<file path="src/rtl/btn_conditioner.sv">
// Push-button / switch conditioner: 2-flop synchronizer, counter debounce,
// press/release edge pulses and a step pulse with hold-to-repeat.
module btn_conditioner #(
   parameter int DEBOUNCE_CYCLES = 1000000,
   parameter int REPEAT_EN       = 1,
   parameter int REPEAT_DELAY    = 25000000,
   parameter int REPEAT_PERIOD   = 5000000,
   parameter int ACTIVE_LOW_IN   = 1
) (
   input  logic clk,
   input  logic reset,
   input  logic btn_raw,
   input  logic enable,
   output logic level,
   output logic press_pulse,
   output logic release_pulse,
   output logic step_pulse,
   output logic repeat_active
);

   localparam int CNT_W   = $clog2(DEBOUNCE_CYCLES + 1);
   localparam int TMR_MAX = (REPEAT_DELAY > REPEAT_PERIOD) ? REPEAT_DELAY : REPEAT_PERIOD;
   localparam int TMR_W   = $clog2(TMR_MAX + 1);

   localparam logic [CNT_W-1:0] DB_LAST     = CNT_W'(DEBOUNCE_CYCLES - 1);
   localparam logic [TMR_W-1:0] DELAY_LAST  = TMR_W'(REPEAT_DELAY - 1);
   localparam logic [TMR_W-1:0] PERIOD_LAST = TMR_W'(REPEAT_PERIOD - 1);
   localparam logic             PIN_IDLE    = (ACTIVE_LOW_IN != 0);

   typedef enum logic [1:0] {
      IDLE,
      HOLD,
      REPEAT
   } state_t;

   logic             sync_p0;
   logic             sync_p1;
   logic             s;
   logic [CNT_W-1:0] db_cnt;
   logic             flip;
   logic             rise;
   logic             fall;
   state_t           state;
   logic [TMR_W-1:0] tmr;

   // Stage p0/p1: synchronizer, parked at the released pin level during reset
   always_ff @(posedge clk or negedge reset) begin
      if (!reset) begin
         sync_p0 <= PIN_IDLE;
         sync_p1 <= PIN_IDLE;
      end else begin
         sync_p0 <= btn_raw;
         sync_p1 <= sync_p0;
      end
   end

   // XOR with the idle pin level makes s active-high "pressed"
   assign s = sync_p1 ^ PIN_IDLE;

   always_comb begin
      flip = (s != level) && (db_cnt == DB_LAST);
      rise = flip && !level;
      fall = flip && level;
   end

   // Debounce: level only follows s after DEBOUNCE_CYCLES consecutive disagreeing edges
   always_ff @(posedge clk or negedge reset) begin
      if (!reset) begin
         db_cnt        <= '0;
         level         <= 1'b0;
         press_pulse   <= 1'b0;
         release_pulse <= 1'b0;
      end else begin
         press_pulse   <= rise;
         release_pulse <= fall;
         if (s == level) begin
            db_cnt <= '0;
         end else if (flip) begin
            db_cnt <= '0;
            level  <= ~level;
         end else begin
            db_cnt <= db_cnt + CNT_W'(1);
         end
      end
   end

   // Step FSM reacts to the same edge that moves level, so step aligns with press_pulse
   always_ff @(posedge clk or negedge reset) begin
      if (!reset) begin
         state         <= IDLE;
         tmr           <= '0;
         step_pulse    <= 1'b0;
         repeat_active <= 1'b0;
      end else begin
         step_pulse    <= 1'b0;
         repeat_active <= 1'b0;
         case (state)
            IDLE: begin
               tmr <= '0;
               if (rise && enable) begin
                  state      <= HOLD;
                  step_pulse <= 1'b1;
               end
            end
            HOLD: begin
               if (fall || !enable) begin
                  state <= IDLE;
                  tmr   <= '0;
               end else if (tmr == DELAY_LAST) begin
                  // Without auto-repeat the timer parks at terminal count until release
                  if (REPEAT_EN != 0) begin
                     state         <= REPEAT;
                     tmr           <= '0;
                     step_pulse    <= 1'b1;
                     repeat_active <= 1'b1;
                  end
               end else begin
                  tmr <= tmr + TMR_W'(1);
               end
            end
            REPEAT: begin
               if (fall || !enable) begin
                  state <= IDLE;
                  tmr   <= '0;
               end else begin
                  repeat_active <= 1'b1;
                  if (tmr == PERIOD_LAST) begin
                     tmr        <= '0;
                     step_pulse <= 1'b1;
                  end else begin
                     tmr <= tmr + TMR_W'(1);
                  end
               end
            end
            default: begin
               state <= IDLE;
               tmr   <= '0;
            end
         endcase
      end
   end

endmodule
</file>
<file path="config.mk">
export PLATFORM = sky130hd
export DESIGN_NAME = btn_conditioner
export DESIGN_NICKNAME = d
export VERILOG_FILES = /design/src/rtl/btn_conditioner.sv
export SDC_FILE = /design/constraint.sdc
export NUM_CORES = 1
export LEC_CHECK = 0
export CORE_MARGIN = 5
export CORE_UTILIZATION = 60
export CTS_BUF_LIST = sky130_fd_sc_hd__clkbuf_16
export DETAILED_ROUTE_END_ITERATION = 10
export DONT_BUFFER_PORTS = 1
export PLACE_DENSITY_LB_ADDON = 0.25
export SYNTH_ARGS = -nofsm -noshare
export SYNTH_HDL_FRONTEND = slang
export SYNTH_SLANG_ARGS = --single-unit
</file>
<file path="constraint.sdc">
create_clock -name clk -period 2.57 [get_ports clk]
set_input_delay 0.3855 -clock clk [delete_from_list [all_inputs] [get_ports clk]]
set_output_delay 0.3855 -clock clk [all_outputs]
set_load 0.02 [all_outputs]
</file>
# After elaboration in Yosys (flattened, before gate mapping)
# Cells that the tools add are included.
[classes]
add_sub_neg = 2
n_eq_ne = 10
muxes = 20
bitwise_logic = 3
n_reduce_logical = 10
[op_table]
columns = ["cell", "count"]
rows = [
  ["25-bit two-way mux", 4],
  ["25-bit one-hot mux with 2 select lines", 1],
  ["20-bit two-way mux", 2],
  ["25-bit by 1-bit adder with 25-bit output (second input constant)", 1],
  ["25-bit by 23-bit == test with 1-bit output (second input constant)", 1],
  ["25-bit == test (second input constant)", 1],
  ["20-bit by 1-bit adder with 20-bit output (second input constant)", 1],
  ["20-bit == test (second input constant)", 1],
  ["2-bit two-way mux", 4],
  ["1-bit two-way mux", 6],
  ["2-bit one-hot mux with 3 select lines", 1],
  ["1-bit logical AND", 4],
  ["2-bit != test (second input constant)", 2],
  ["3-bit != test (second input constant)", 1],
  ["1-bit inverter", 3],
  ["1-bit one-hot mux with 3 select lines", 1],
  ["3-bit AND reduction", 1],
  ["2-bit by 1-bit == test with 1-bit output (second input constant)", 1],
  ["2-bit == test (second input constant)", 1],
  ["1-bit logical NOT", 2],
  ["2-bit logical NOT", 1],
  ["1-bit one-hot mux with 2 select lines", 1],
  ["2-bit AND reduction", 1],
  ["1-bit == test", 1],
  ["other kinds (2)", 2],
]
[totals]
ff_bits = 54
output_inout_bits = 5

# Logic depth before layout (Yosys ltp)
[depth]
depth_word = 7
mapped_depth = 7
mapped_depth_nobuf = 7

# Worst setup path before layout
# Ideal clock, no wire load.
[synth_path]
path_type = "register to register"
start = "register db_cnt[7]"
end = "register tmr[12]"
arrival_ps = 1737
t_required_ps = 2451
setup_slack_ps = 714
path_stages_with_launch = 7
path_buffers = 1
period_less_slack_ps = 1856
path_cell_list = "dfrtp_1 -> nor4b_1 -> nand2_1 -> o31ai_1 -> a211o_1 -> buf_4 -> nor2_1"
[synth_between]
elab_chain_len = 6
[synth_lines]
columns = ["element", "line", "rtl"]
rows = [
  ["start: declaration", "39", "logic [CNT_W-1:0] db_cnt;"],
  ["start signal: assignment", "82", "db_cnt <= db_cnt + CNT_W'(1);"],
  ["20-bit == test (*)", "61", "flip = (s != level) && (db_cnt == DB_LAST);"],
  ["1-bit logical AND (*)", "61", ""],
  ["1-bit logical AND (*)", "63", "fall = flip && level;"],
  ["1-bit logical OR (*)", "106, 122", ""],
  ["25-bit two-way mux (on tied branches)", "122, 106", ""],
  ["25-bit one-hot mux with 2 select lines (*)", "97", "case (state)"],
  ["end signal: assignment", "118", "tmr <= tmr + TMR_W'(1);"],
  ["end signal: assignment", "131", "tmr <= tmr + TMR_W'(1);"],
  ["end: declaration", "44", "logic [TMR_W-1:0] tmr;"],
]
# Mark *: on every way between the ends. The rest lies on a longest branch, timed or not.
# A chain may end at the register's enable or synchronous reset.

# Worst setup path after layout
[layout_path]
start = "register tmr[0]"
end = "register state[0]"
[layout_between]
elab_chain_len = 3
[layout_lines]
columns = ["element", "line", "rtl"]
rows = [
  ["25-bit == test", "109", "end else if (tmr == DELAY_LAST) begin"],
  ["3-bit != test (no source line)", "n/a", ""],
  ["3-bit AND reduction (no source line)", "n/a", ""],
  ["end signal: assignment", "107", "state <= IDLE;"],
  ["end signal: assignment", "112", "state <= REPEAT;"],
  ["end signal: assignment", "123", "state <= IDLE;"],
  ["end: declaration", "43", "state_t state;"],
]
# Every way passes these cells.

==> flow_metrics.env <==
export IMPL_holdCritPathClass="in2reg"
export IMPL_yosys_top_cells_area="sky130_fd_sc_hd__dfrtp_1, sky130_fd_sc_hd__nor2_1, sky130_fd_sc_hd__xnor2_1"
export IMPL_cells_traversed_along_the_worst_timing_path="ha_1, and4_1, nand4_1, o32ai_1, nor3_1, a211o_1"
export IMPL_syn_avg_cell_area_um2=9.70
export IMPL_die_area_um2=6050
export IMPL_netlist_instances=284
export IMPL_topRoutingLayerUsed="met4"
export IMPL_worst_hold_path_endpoint="sync_p0"
export IMPL_cp_max_fo=5
export IMPL_gp_congestion=0.848
export IMPL_route_antenna_remaining_nets=0
export IMPL_tightestPinTransition_ns=0.824
export IMPL_worst_hold_path_num_cells=0
export IMPL_cts_repair_timing_setup_buffer_count=0
export IMPL_drt_vias_per_instance=5.87
export IMPL_hold_ws_ns=0.0880
export IMPL_setup_viol=0
export IMPL_antenna_found_initial=0
export IMPL_numCtsBuffers=5
export IMPL_clk_pin_slew_worst_paths_ns=0.07
export IMPL_post_route_period_util_pct=77.1
export IMPL_cts_tree="built"
export IMPL_clock_tree_root_cell="sky130_fd_sc_hd__clkbuf_16"
export IMPL_slew_violations=0
export IMPL_finalHoldViolCount=0
export IMPL_syn_to_final_growth_pct=8.41
export IMPL_fin_crit_ns=1.98
export IMPL_htreeDepth=2
export IMPL_nFillCells=357
export IMPL_fmax_ghz=0.505
export IMPL_cp_data_required_time_ns=2.75
export IMPL_critical_path_max_stage_delay_ns=0.40
export IMPL_place_hpwl_um=3310
export IMPL_crit_path_top_delay_cell="sky130_fd_sc_hd__o32ai_1"
export IMPL_timing_critical_path_from_type="register"
export IMPL_synth_edf_count=0
export IMPL_metal1_wirelength_um=2440
export IMPL_fp_dieW_um=77.8
export IMPL_ff2ff_setup_slack_ns=0.59
export IMPL_vdd_ir_drop_max_uv=361
export IMPL_rsz0062_at_grt="no"
export IMPL_route_detailed_drc=0
export IMPL_nets=300
export IMPL_critical_path_endpoint_type="register"
export IMPL_power_density_nw_per_um2=518
export IMPL_clock_skew_final_ns=0.00647
export IMPL_synth_yosys_seq_area_share_pct=49.2
export IMPL_synth_fp_nets=294
export IMPL_die_y_um=77.8
export IMPL_i_o_pins=9
export IMPL_maxSlewHeadroom_pct=44.5
export IMPL_final_layout_size_suffix_gt1_share_pct=6.19
export IMPL_io_buffer_count=0
export IMPL_syn_cell_area_um2=2750
export IMPL_first_global_vias=1956
export IMPL_core_area_um2=4410
export IMPL_worstReg2RegEnd="state[0]"
export IMPL_grt_pass1_wl_um=8830
export IMPL_via_count=2013
export IMPL_yosys_area_top_type_share_pct=47.3
export IMPL_hold_buffers=2
export IMPL_cellLeakagePower_nw=1.19
export IMPL_global_route_usage_total_pct=17.9
export IMPL_ctsResizeCount=0
export IMPL_setup_worst_path_class="reg2reg"
export IMPL_worst_skew_pair_late_latency_ns=0.29
export IMPL_outcome="complete, no violations"
export IMPL_ff2ff_path_depth=6
export IMPL_synth_seq_cells=54
export IMPL_postSynth_topFlopCell="sky130_fd_sc_hd__dfrtp_1"
export IMPL_met3_length_um=195
export IMPL_dr_first_iter_drc_count=114
export IMPL_timing_setup_tns_ns=0
export IMPL_dr_pass1_iters=4
export IMPL_standard_cell_rows=24
export IMPL_avgRoutedWirePerCell_um=14.7
export IMPL_route_final_wire_length_um=5040
export IMPL_postSynth_asyncResetShare_pct=100
export IMPL_yosys_cell_types_count=41
export IMPL_grt_max_degree=55
export IMPL_cp_startpoint="tmr[0]"
export IMPL_synth_largest_area_cell="sky130_fd_sc_hd__dfrtp_1"
export IMPL_synth_yosys_warnings=0
export IMPL_maxCapViolCount=0
export IMPL_clock_sinks=54
export IMPL_met2_wirelength_um=2310
export IMPL_final_global_route_overflow_total=0
export IMPL_initial_utilization_pct=62.4
export IMPL_worst_endpoint_arrival_ns=2.16
export IMPL_antenna_cells=0
export IMPL_worst_hold_startpoint="btn_raw"
export IMPL_maximum_buffer_depth_of_the_clock_tree=2
export IMPL_r2r_start="tmr[0]"
[area by class of cell]
| type | count | area (µm²) | share of cell area [%] |
|---|---|---|---|
| clock buffer | 5 | 125 | 4.19 |
| clock inverter | 3 | 16.3 | 0.545 |
| inverter | 13 | 48.8 | 1.63 |
| multi-input combinational | 210 | 1310 | 43.8 |
| sequential | 54 | 1350 | 45.3 |
| tap | 52 | 65.1 | 2.18 |
| timing repair buffer | 6 | 67.6 | 2.26 |
[registers in the layout (all words and copies together), names as in the netlist]
register and flops:
sync_p0 1, level 1, repeat_active 1, state 2, release_pulse 1, db_cnt 20, tmr 25, step_pulse 1
press_pulse 1, sync_p1 1
[synthesized netlist by cell type, drive strengths merged (4+ instances only)]
cell type	count
and3	5
and4	10
clkbuf	4
dfrtp	52
ha	6
inv	13
nand2	17
nand3	14
nand4	16
nor2	58
nor3	9
nor4	5
o21ai	5
xnor2	22
xor2	19
[where the power goes]
| part | leakage (nW) | switching [W] | internal, W |
|---|---|---|---|
| combinational | 0.380 | 0.0000287 | 0.0000129 |
| clock | 0.0672 | 0.000288 | 0.000356 |
| sequential | 0.745 | 0.00000573 | 0.000856 |
| total | 1.19 | 0.000323 | 0.00123 |
[logic make-up (layout without fill, tap and decap cells)]
logic type | count (synthesis) | in the layout | synth area share, %
adders and majority gates | 6 | 6 | 2.73
and+or+nand+nor | 148 | 148 | 27.9
buffers and inverters | 20 | 27 | 3.32
DFF | 54 | 54 | 49.2
xor gates and xnor gates | 41 | 41 | 13.0
AOI/OAI and AO/OA | 15 | 15 | 3.82
[cell usage in the layout, fill, tap and decap left out, drive strengths merged, types with 9 or more instances in the layout]
cell	n
and4	10
dfrtp	52
inv	13
nand2	17
nand3	14
nand4	16
nor2	58
nor3	9
xnor2	22
xor2	19
[worst max-delay path by stage]
stage	end	slack, ns	cells after the start
final	state[0]	0.59	6
after global routing	state[1]	0.41	6
after CTS	state[0]	0.58	6
after detailed placement	step_pulse	0.62	5
after global placement	tmr[5]	0.64	7
after floorplan	tmr[12]	0.71	6
[metrics by stage]
step,worst slack (ns),utilization (%),total power [W],std cells,instance area [µm²]
CTS,0.584,67.6,0.00157,343,2990
detailed placement,0.621,63.6,0.000898,333,2810
global route,0.414,67.6,0.00162,343,2990
finish,0.589,67.6,0.00155,343,2990
global placement,0.645,63.6,0.000898,333,2810
floorplan,0.714,-,0.000892,284,2750
[layer usage]
layer	up-vias	track usage (%)
li1	987	-
met1	983	24.5
met2	35	28.0
met3	8	3.94
met4	0	6.70
met5	-	0
[critical path, delay by kind of cell (launching register included)]
family / cells / cell delay [ns]
AOI/OAI and AO/OA: 2 / 0.67
and+or+nand+nor: 3 / 0.59
DFF: 1 / 0.38
adders and majority gates: 1 / 0.23
Note: power is estimated with default switching activity, not from simulation.
